--- config.mk ---
export PLATFORM = sky130hd
export DESIGN_NAME = ahb3lite_sram_arbiter
export DESIGN_NICKNAME = d
export VERILOG_FILES = /design/src/rtl/ahb3lite_sram_arbiter.sv
export SDC_FILE = /design/constraint.sdc
export NUM_CORES = 1
export LEC_CHECK = 0
export BUFFER_PORTS_ARGS = -buffer_cell sky130_fd_sc_hd__buf_2
export CAP_MARGIN = 10
export CORE_AREA = 2 2 126 128
export DETAILED_ROUTE_END_ITERATION = 16
export DIE_AREA = 0 0 128 130
export PLACE_DENSITY = 0.68
export SETUP_SLACK_MARGIN = 0.15
export SYNTH_ARGS = -nofsm -noshare
export SYNTH_HDL_FRONTEND = slang
export SYNTH_SLANG_ARGS = --single-unit
--- constraint.sdc ---
create_clock -name HCLK -period 2.4 [get_ports HCLK]
set_input_delay 0.24 -clock HCLK [delete_from_list [all_inputs] [get_ports HCLK]]
set_output_delay 0.24 -clock HCLK [all_outputs]
set_load 0.02 [all_outputs]
--- src/rtl/ahb3lite_sram_arbiter.sv ---
// ahb3lite_sram_arbiter
//   Two-requester AHB3-Lite master. It shares one ahb3lite_sram1rw slave
//   between two valid/ready command ports using round-robin arbitration.
//   Each granted command becomes a single NONSEQ transfer (no pipelining).
//   The FSM runs IDLE -> ADDR -> DATA -> IDLE. Each response is a registered
//   one-cycle pulse, issued the cycle after the data phase completes.
//
// Ports
//   HCLK, HRESETn                clock, synchronous active-low reset
//   reqN_valid/ready/write/addr/size/wdata   command port N (N = 0, 1);
//                                reqN_ready is a one-cycle accept pulse
//   respN_valid/rdata/err        completion pulse, read data and error flag
//   HSEL..HREADY                 AHB3-Lite master outputs (HREADY = HREADYOUT)
//   HREADYOUT, HRESP, HRDATA     slave response
//   timeout                      sticky watchdog flag
//
// Optional feature: define AHB_ARB_TIMEOUT_EN to add a wait-state watchdog.
// The watchdog bounds HREADYOUT=0 stalls to TIMEOUT_CYCLES. When it expires,
// the arbiter returns an error response and sets the sticky timeout flag.
// When the macro is undefined, timeout is tied to 0.

module ahb3lite_sram_arbiter #(
  parameter int HADDR_SIZE     = 32,
  parameter int HDATA_SIZE     = 32,
  parameter int TIMEOUT_CYCLES = 64
) (
  input  logic                  HCLK,
  input  logic                  HRESETn,
  input  logic                  req0_valid,
  output logic                  req0_ready,
  input  logic                  req0_write,
  input  logic [HADDR_SIZE-1:0] req0_addr,
  input  logic [2:0]            req0_size,
  input  logic [HDATA_SIZE-1:0] req0_wdata,
  input  logic                  req1_valid,
  output logic                  req1_ready,
  input  logic                  req1_write,
  input  logic [HADDR_SIZE-1:0] req1_addr,
  input  logic [2:0]            req1_size,
  input  logic [HDATA_SIZE-1:0] req1_wdata,
  output logic                  resp0_valid,
  output logic [HDATA_SIZE-1:0] resp0_rdata,
  output logic                  resp0_err,
  output logic                  resp1_valid,
  output logic [HDATA_SIZE-1:0] resp1_rdata,
  output logic                  resp1_err,
  output logic                  HSEL,
  output logic [HADDR_SIZE-1:0] HADDR,
  output logic [HDATA_SIZE-1:0] HWDATA,
  output logic                  HWRITE,
  output logic [2:0]            HSIZE,
  output logic [2:0]            HBURST,
  output logic [3:0]            HPROT,
  output logic [1:0]            HTRANS,
  output logic                  HREADY,
  input  logic                  HREADYOUT,
  input  logic                  HRESP,
  input  logic [HDATA_SIZE-1:0] HRDATA,
  output logic                  timeout
);

  localparam logic [1:0] ST_IDLE = 2'd0;
  localparam logic [1:0] ST_ADDR = 2'd1;
  localparam logic [1:0] ST_DATA = 2'd2;

  typedef struct packed {
    logic                  write;
    logic [2:0]            size;
    logic [HADDR_SIZE-1:0] addr;
    logic [HDATA_SIZE-1:0] wdata;
  } cmd_t;

  cmd_t [1:0]            req_cmd;
  logic [1:0]            req_valid;
  logic [1:0]            state;
  logic                  prio;
  logic                  gnt;
  logic                  accept;
  cmd_t                  cmd;
  logic                  owner;
  logic                  err_seen;   // first ERROR cycle seen in this data phase
  logic [1:0]            resp_valid;
  logic [HDATA_SIZE-1:0] resp_rdata;
  logic                  resp_err;

  assign req_valid  = {req1_valid, req0_valid};
  assign req_cmd[0] = '{write: req0_write, size: req0_size, addr: req0_addr, wdata: req0_wdata};
  assign req_cmd[1] = '{write: req1_write, size: req1_size, addr: req1_addr, wdata: req1_wdata};

  // A lone requester wins outright. When both are valid, prio decides.
  assign gnt    = (req_valid == 2'b10) ? 1'b1 :
                  (req_valid == 2'b01) ? 1'b0 : prio;
  // Gated by reset so no accept can be seen while reset is held.
  assign accept = HRESETn && (state == ST_IDLE) && (|req_valid);

  assign req0_ready = accept && !gnt;
  assign req1_ready = accept &&  gnt;

  assign resp0_valid = resp_valid[0];
  assign resp1_valid = resp_valid[1];
  assign resp0_rdata = resp_rdata;
  assign resp1_rdata = resp_rdata;
  assign resp0_err   = resp_err;
  assign resp1_err   = resp_err;

  assign HSEL   = (state == ST_ADDR);
  assign HTRANS = (state == ST_ADDR) ? 2'b10 : 2'b00;
  assign HADDR  = cmd.addr;
  assign HWRITE = cmd.write;
  assign HSIZE  = cmd.size;
  assign HWDATA = cmd.wdata;
  assign HBURST = 3'b000;
  assign HPROT  = 4'b0011;
  assign HREADY = HREADYOUT;

`ifdef AHB_ARB_TIMEOUT_EN
  localparam int WD_W = $clog2(TIMEOUT_CYCLES + 1);
  logic [WD_W-1:0] wd_cnt;
  logic            timeout_q;
  assign timeout = timeout_q;
`else
  logic unused_timeout_cfg;
  assign unused_timeout_cfg = (TIMEOUT_CYCLES != 0);
  assign timeout = 1'b0;
`endif

  always_ff @(posedge HCLK) begin
    if (!HRESETn) begin
      state      <= ST_IDLE;
      prio       <= 1'b0;
      cmd        <= '0;
      owner      <= 1'b0;
      err_seen   <= 1'b0;
      resp_valid <= '0;
      resp_rdata <= '0;
      resp_err   <= 1'b0;
`ifdef AHB_ARB_TIMEOUT_EN
      wd_cnt     <= '0;
      timeout_q  <= 1'b0;
`endif
    end else begin
      resp_valid <= '0;
      case (state)
        ST_IDLE: if (|req_valid) begin
          cmd      <= req_cmd[gnt];
          owner    <= gnt;
          prio     <= ~gnt;
          err_seen <= 1'b0;
          state    <= ST_ADDR;
        end
        ST_ADDR: if (HREADYOUT) state <= ST_DATA;
        ST_DATA: begin
          if (HREADYOUT) begin
            resp_valid[owner] <= 1'b1;
            resp_err          <= HRESP | err_seen;
            resp_rdata        <= (HRESP | err_seen | cmd.write) ? '0 : HRDATA;
            state             <= ST_IDLE;
          end else if (HRESP) begin
            err_seen <= 1'b1;
          end
        end
        default: state <= ST_IDLE;
      endcase
`ifdef AHB_ARB_TIMEOUT_EN
      // The count restarts on entry to ADDR (from IDLE) and on entry to DATA.
      // An expiry overrides the case above and abandons the transfer.
      if (state == ST_IDLE || (state == ST_ADDR && HREADYOUT)) begin
        wd_cnt <= '0;
      end else if (!HREADYOUT) begin
        if (wd_cnt == WD_W'(TIMEOUT_CYCLES - 1)) begin
          resp_valid[owner] <= 1'b1;
          resp_err          <= 1'b1;
          resp_rdata        <= '0;
          timeout_q         <= 1'b1;
          wd_cnt            <= '0;
          state             <= ST_IDLE;
        end else begin
          wd_cnt <= wd_cnt + 1'b1;
        end
      end
`endif
    end
  end

endmodule

=== Yosys cells after proc, flatten, opt, wreduce, memory -nomap -nowiden ===
Cells that the tools add are included.

* Flip-flop bits (word level): 108

* Reduce and logical (&&, ||, !) cells: 14
* Bitwise logic cells: 3
* Muxes and demuxes: 16
* Equal/unequal tests: 9
* Magnitude comparators: 3

{| class="wikitable"
|+ Operators by type and width
! operator !! count
|-
| 68-bit two-way mux || 2
|-
| 32-bit two-way mux || 1
|-
| 2-bit two-way mux || 4
|-
| 1-bit two-way mux || 6
|-
| 2-bit != test, second input constant || 3
|-
| 2-bit case mux with 3 select lines || 1
|-
| 3-bit AND reduction || 2
|-
| 1-bit logical AND || 5
|-
| 2-bit by 1-bit equality test with 1-bit output, second input constant || 2
|-
| 2-bit equality test, second input constant || 2
|-
| 1-bit by 2-bit < comparator with 1-bit output, second input constant || 2
|-
| 2-bit by 1-bit != test with 1-bit output, second input constant || 2
|-
| 2-bit AND reduction || 2
|-
| 4-bit AND reduction || 1
|-
| 2-bit logical NOT || 1
|-
| 1-bit bitwise OR || 2
|-
| 1-bit case mux with 2 select lines || 1
|-
| 2-bit nonzero test || 1
|-
| 2-bit OR reduction || 1
|-
| 1-bit demux with 1-bit select || 1
|-
| 1-bit >= comparator, second input constant || 1
|-
| 1-bit logical NOT || 1
|-
| 1-bit NOT || 1
|}

=== Longest topological paths before layout ===
* Word-level depth: 5
* Depth in mapped cells: 6

=== Worst setup path after synthesis ===
Ideal clock, no wire load.

* Kind: reg2out
* Start: register state[1]
* End: output port req0_ready
* Stages on the path, launching flop included: 6
* Arrival time: 1.323 ns
* Slack: 0.837 ns
* Path buffers: 2
* Path through: dfxtp_1 -> or2_1 -> buf_2 -> buf_6 -> a21oi_2 -> and3_1

* Word-level cells in the longest chain between the ends: 4

{| class="wikitable"
|+ RTL lines
! what !! line !! RTL
|-
| start: declaration || 75 || <nowiki>logic [1:0] state;</nowiki>
|-
| start signal: assignment || 129 || <nowiki>state <= ST_IDLE;</nowiki>
|-
| start signal: assignment || 149 || <nowiki>state <= ST_ADDR;</nowiki>
|-
| start signal: assignment || 151 || <nowiki>ST_ADDR: if (HREADYOUT) state <= ST_DATA;</nowiki>
|-
| 2-bit logical NOT || 94 || <nowiki>assign accept = HRESETn && (state == ST_IDLE) && (|req_valid);</nowiki>
|-
| 1-bit logical AND (2 in a row) || 94 ||
|-
| 1-bit logical AND || 96 || <nowiki>assign req0_ready = accept && !gnt;</nowiki>
|-
| end: declaration || 30 || <nowiki>output logic req0_ready,</nowiki>
|}

No other way between the ends.

=== Worst setup path after layout ===
* Start: register state[0]
* End: output port req0_ready

The elaborated chain is that of the path after synthesis.

==> results.sh <==
export IMPL_status="complete, no violations"
export IMPL_std_cell_rows=46
export IMPL_overflow=0
export IMPL_routed_wirelength_mm=20.4
export IMPL_antenna_violations_before_repair=1
export IMPL_pin_count=324
export IMPL_timing_final_max_slew_violations=0
export IMPL_timing_final_setup_violations=0
export IMPL_clock_sinks=108
export IMPL_reg2reg_to="HWDATA[18]"
export IMPL_setup_tns_ps=0
export IMPL_grt_start_max_net_pins=104
export IMPL_drc=0
export IMPL_irDropWorstVdd_mv=0.304
export IMPL_final_layout_size_suffix_gt1_share_pct=44.8
export IMPL_timing_worst_setup_path_type="reg -> out"
export IMPL_start_kind="flip-flop"
export IMPL_syn_avg_cell_area_sq_um=8.72
export IMPL_ctsHtreeMaxLevel=3
export IMPL_cts_reportedPaths_clkPinSlew_ps=70
export IMPL_timing_fmax_mhz=477
export IMPL_r2r_start="prio"
export IMPL_tightestPinTransition_ps=752
export IMPL_grt_pass1_vias=5548
export IMPL_netlist_instances=653
export IMPL_post_synth_top_count_cell="sky130_fd_sc_hd__dfxtp_1"
export IMPL_hold_depth=3
export IMPL_fillerInstances=1523
export IMPL_ctsRootBufferMaster="sky130_fd_sc_hd__clkbuf_16"
export IMPL_detailed_routing_iterations_pass_1=5
export IMPL_synth_warnings=0
export IMPL_tritoncts_num_buffers=9
export IMPL_worst_endpoint_required_ps=2160
export IMPL_yosysSeqAreaShare_pct=38.0
export IMPL_core_sq_um=15400
export IMPL_wire_per_inst_um=19.2
export IMPL_postCtsResizedCells=0
export IMPL_start_util_pct=36.9
export IMPL_setup_reg_to_reg_worst_slack_ps=570
export IMPL_worstSkewPairLatency_ps=350
export IMPL_synth_edf_count=0
export IMPL_finClkSkew_ps=11.6
export IMPL_cts_tree="done"
export IMPL_clk_path_buf_depth=2
export IMPL_endpoint_kind="output port"
export IMPL_worst_hold_startpoint="HRDATA[8]"
export IMPL_ys_top_cells_by_count="sky130_fd_sc_hd__dfxtp_1, sky130_fd_sc_hd__a2111oi_0, sky130_fd_sc_hd__a21oi_1, sky130_fd_sc_hd__clkbuf_1, sky130_fd_sc_hd__nor4_1"
export IMPL_finish_net_count=1039
export IMPL_grt_setup_unrepaired="no"
export IMPL_number_of_distinct_standard_cells_referenced_by_the_synthesized_netlist=30
export IMPL_viasPerCell=5.94
export IMPL_num_vias=6317
export IMPL_cap_viol_max_count=0
export IMPL_arrival_ps=1860
export IMPL_largest_fanout_of_any_net_on_the_critical_path=26
export IMPL_asyncSetResetFlopFracSynth_pct=0
export IMPL_postSynth_topFlopCell="sky130_fd_sc_hd__dfxtp_1"
export IMPL_gp_routability_congestion=0.789
export IMPL_final_hold_viol_count=0
export IMPL_drt_iter0_drc=584
export IMPL_synth_top_area_cell="sky130_fd_sc_hd__dfxtp_1"
export IMPL_synth_area_sq_um=5690
export IMPL_worst_hold_slack_ps=143
export IMPL_port_buffers=314
export IMPL_maxSlewHeadroom_pct=49.9
export IMPL_area_growth_pct=28.9
export IMPL_whs_endpoint="resp0_rdata[8]"
export IMPL_antenna_violating_nets_post_route=0
export IMPL_die_w_um=128
export IMPL_fp_dieH_um=130
export IMPL_ys_ff_latch=108
export IMPL_powerDensity_nw_per_um2=681
export IMPL_synth_top_area_share_pct=38.0
export IMPL_final_hpwl_dp_mm=13.0
export IMPL_global_route_usage_total_pct=22.4
export IMPL_synth_top_cells_by_area="sky130_fd_sc_hd__dfxtp_1, sky130_fd_sc_hd__a2111oi_0, sky130_fd_sc_hd__a21oi_1"
export IMPL_final_period_minus_worst_setup_slack_ps=2100
export IMPL_global_route_wire_length_before_repair_mm=29.9
export IMPL_rr_worst_depth=4
export IMPL_cellLeakagePower_nw=3.04
export IMPL_min_period_over_period_pct=87.4
export IMPL_die_footprint_sq_um=16600
export IMPL_timing_hold_worst_class="in -> reg"
[kinds of logic (layout without fill, tap and decap cells)]
family / after synthesis / count (layout) / synth area share (%)
DFF: 108 / 108 / 38.0
other: 2 / 10 / 0.132
and+or+nand+nor: 154 / 155 / 14.6
AOI/OAI and AO/OA: 245 / 245 / 34.1
buffers and inverters: 144 / 353 / 13.2
[power by group]
group	switching, mW	leakage, nW	internal (mW)
clock network	0.707	0.155	0.902
registers	0.0950	0.890	1.95
logic	0.890	2.00	0.451
total	1.69	3.04	3.30
[critical path: stages (launching register included)]
cell and delay (ps):
sky130_fd_sc_hd__dfxtp_1 410, sky130_fd_sc_hd__or2_4 410, sky130_fd_sc_hd__a21oi_2 280, sky130_fd_sc_hd__and3_1 230, sky130_fd_sc_hd__buf_2 170
[flip-flops by register name, indices dropped and copies added, names as in the netlist]
signal and count:
HADDR 32, HWDATA 32, HWRITE 1, owner 1, HSIZE 3, state 2
prio 1, resp0_rdata 32, err_seen 1, resp_valid 2, resp0_err 1
[final cells by class]
type / instances / area (sq um) / share of cell area [%]
Multi-Input combinational cell: 409 / 2830 / 38.5
Sequential cell: 108 / 2170 / 29.5
Timing Repair Buffer: 333 / 1760 / 24.0
Clock buffer: 12 / 267 / 3.63
Tap cell: 192 / 240 / 3.27
Clock inverter: 4 / 55.1 / 0.750
Inverter: 4 / 16.3 / 0.222
Antenna cell: 1 / 2.50 / 0.0341
[per-stage QoR]
stage | total power [mW] | cell area, sq um | instances | utilization [%] | worst slack (ps)
final | 5.00 | 7340 | 1063 | 47.6 | 303
after global routing | 5.22 | 7340 | 1063 | 47.6 | 219
after CTS | 5.02 | 7330 | 1061 | 47.5 | 251
after detailed placement | 3.40 | 7010 | 1045 | 45.4 | 494
after global placement | 3.40 | 7010 | 1045 | 45.4 | 510
after floorplan | 2.93 | 5720 | 660 | - | 837
[layer usage]
metal / GRT usage, % / share of wire [%]
met3: 5.37 / 8.4
met1: 29.6 / 43
met2: 35.5 / 46
met4: 8.79 / 2.5
met5: 0 / 0
[cell usage in the layout, fill, tap and decap left out, types with 2 or more instances in the layout]
cell and n:
sky130_fd_sc_hd__a2111oi_0 106, sky130_fd_sc_hd__a2111oi_2 30, sky130_fd_sc_hd__a211oi_1 2, sky130_fd_sc_hd__a21oi_1 103
sky130_fd_sc_hd__and3_1 3, sky130_fd_sc_hd__buf_12 4, sky130_fd_sc_hd__buf_2 314, sky130_fd_sc_hd__buf_4 15
sky130_fd_sc_hd__clkbuf_16 9, sky130_fd_sc_hd__clkbuf_8 3, sky130_fd_sc_hd__conb_1 9, sky130_fd_sc_hd__dfxtp_1 107
sky130_fd_sc_hd__inv_2 3, sky130_fd_sc_hd__nand2_1 32, sky130_fd_sc_hd__nand3_1 32, sky130_fd_sc_hd__nor2_1 4
sky130_fd_sc_hd__nor2b_1 3, sky130_fd_sc_hd__nor3_1 4, sky130_fd_sc_hd__nor4_1 68, sky130_fd_sc_hd__or2_2 2
[what timing repair did]
action,CTS,global route
buffers inserted,0,0
hold buffers,0,0
setup endpoints to repair,0,1
[how the worst max path moves through the flow]
stage,from,endpoint,slack (ps)
final,state[0],req0_ready,300
after global routing,state[0],req0_ready,220
after CTS,state[1],req0_ready,250
after detailed placement,req0_valid,req0_ready,490
after global placement,req0_valid,req0_ready,510
after floorplan,state[1],req0_ready,840
(Power assumes the default switching activity.)
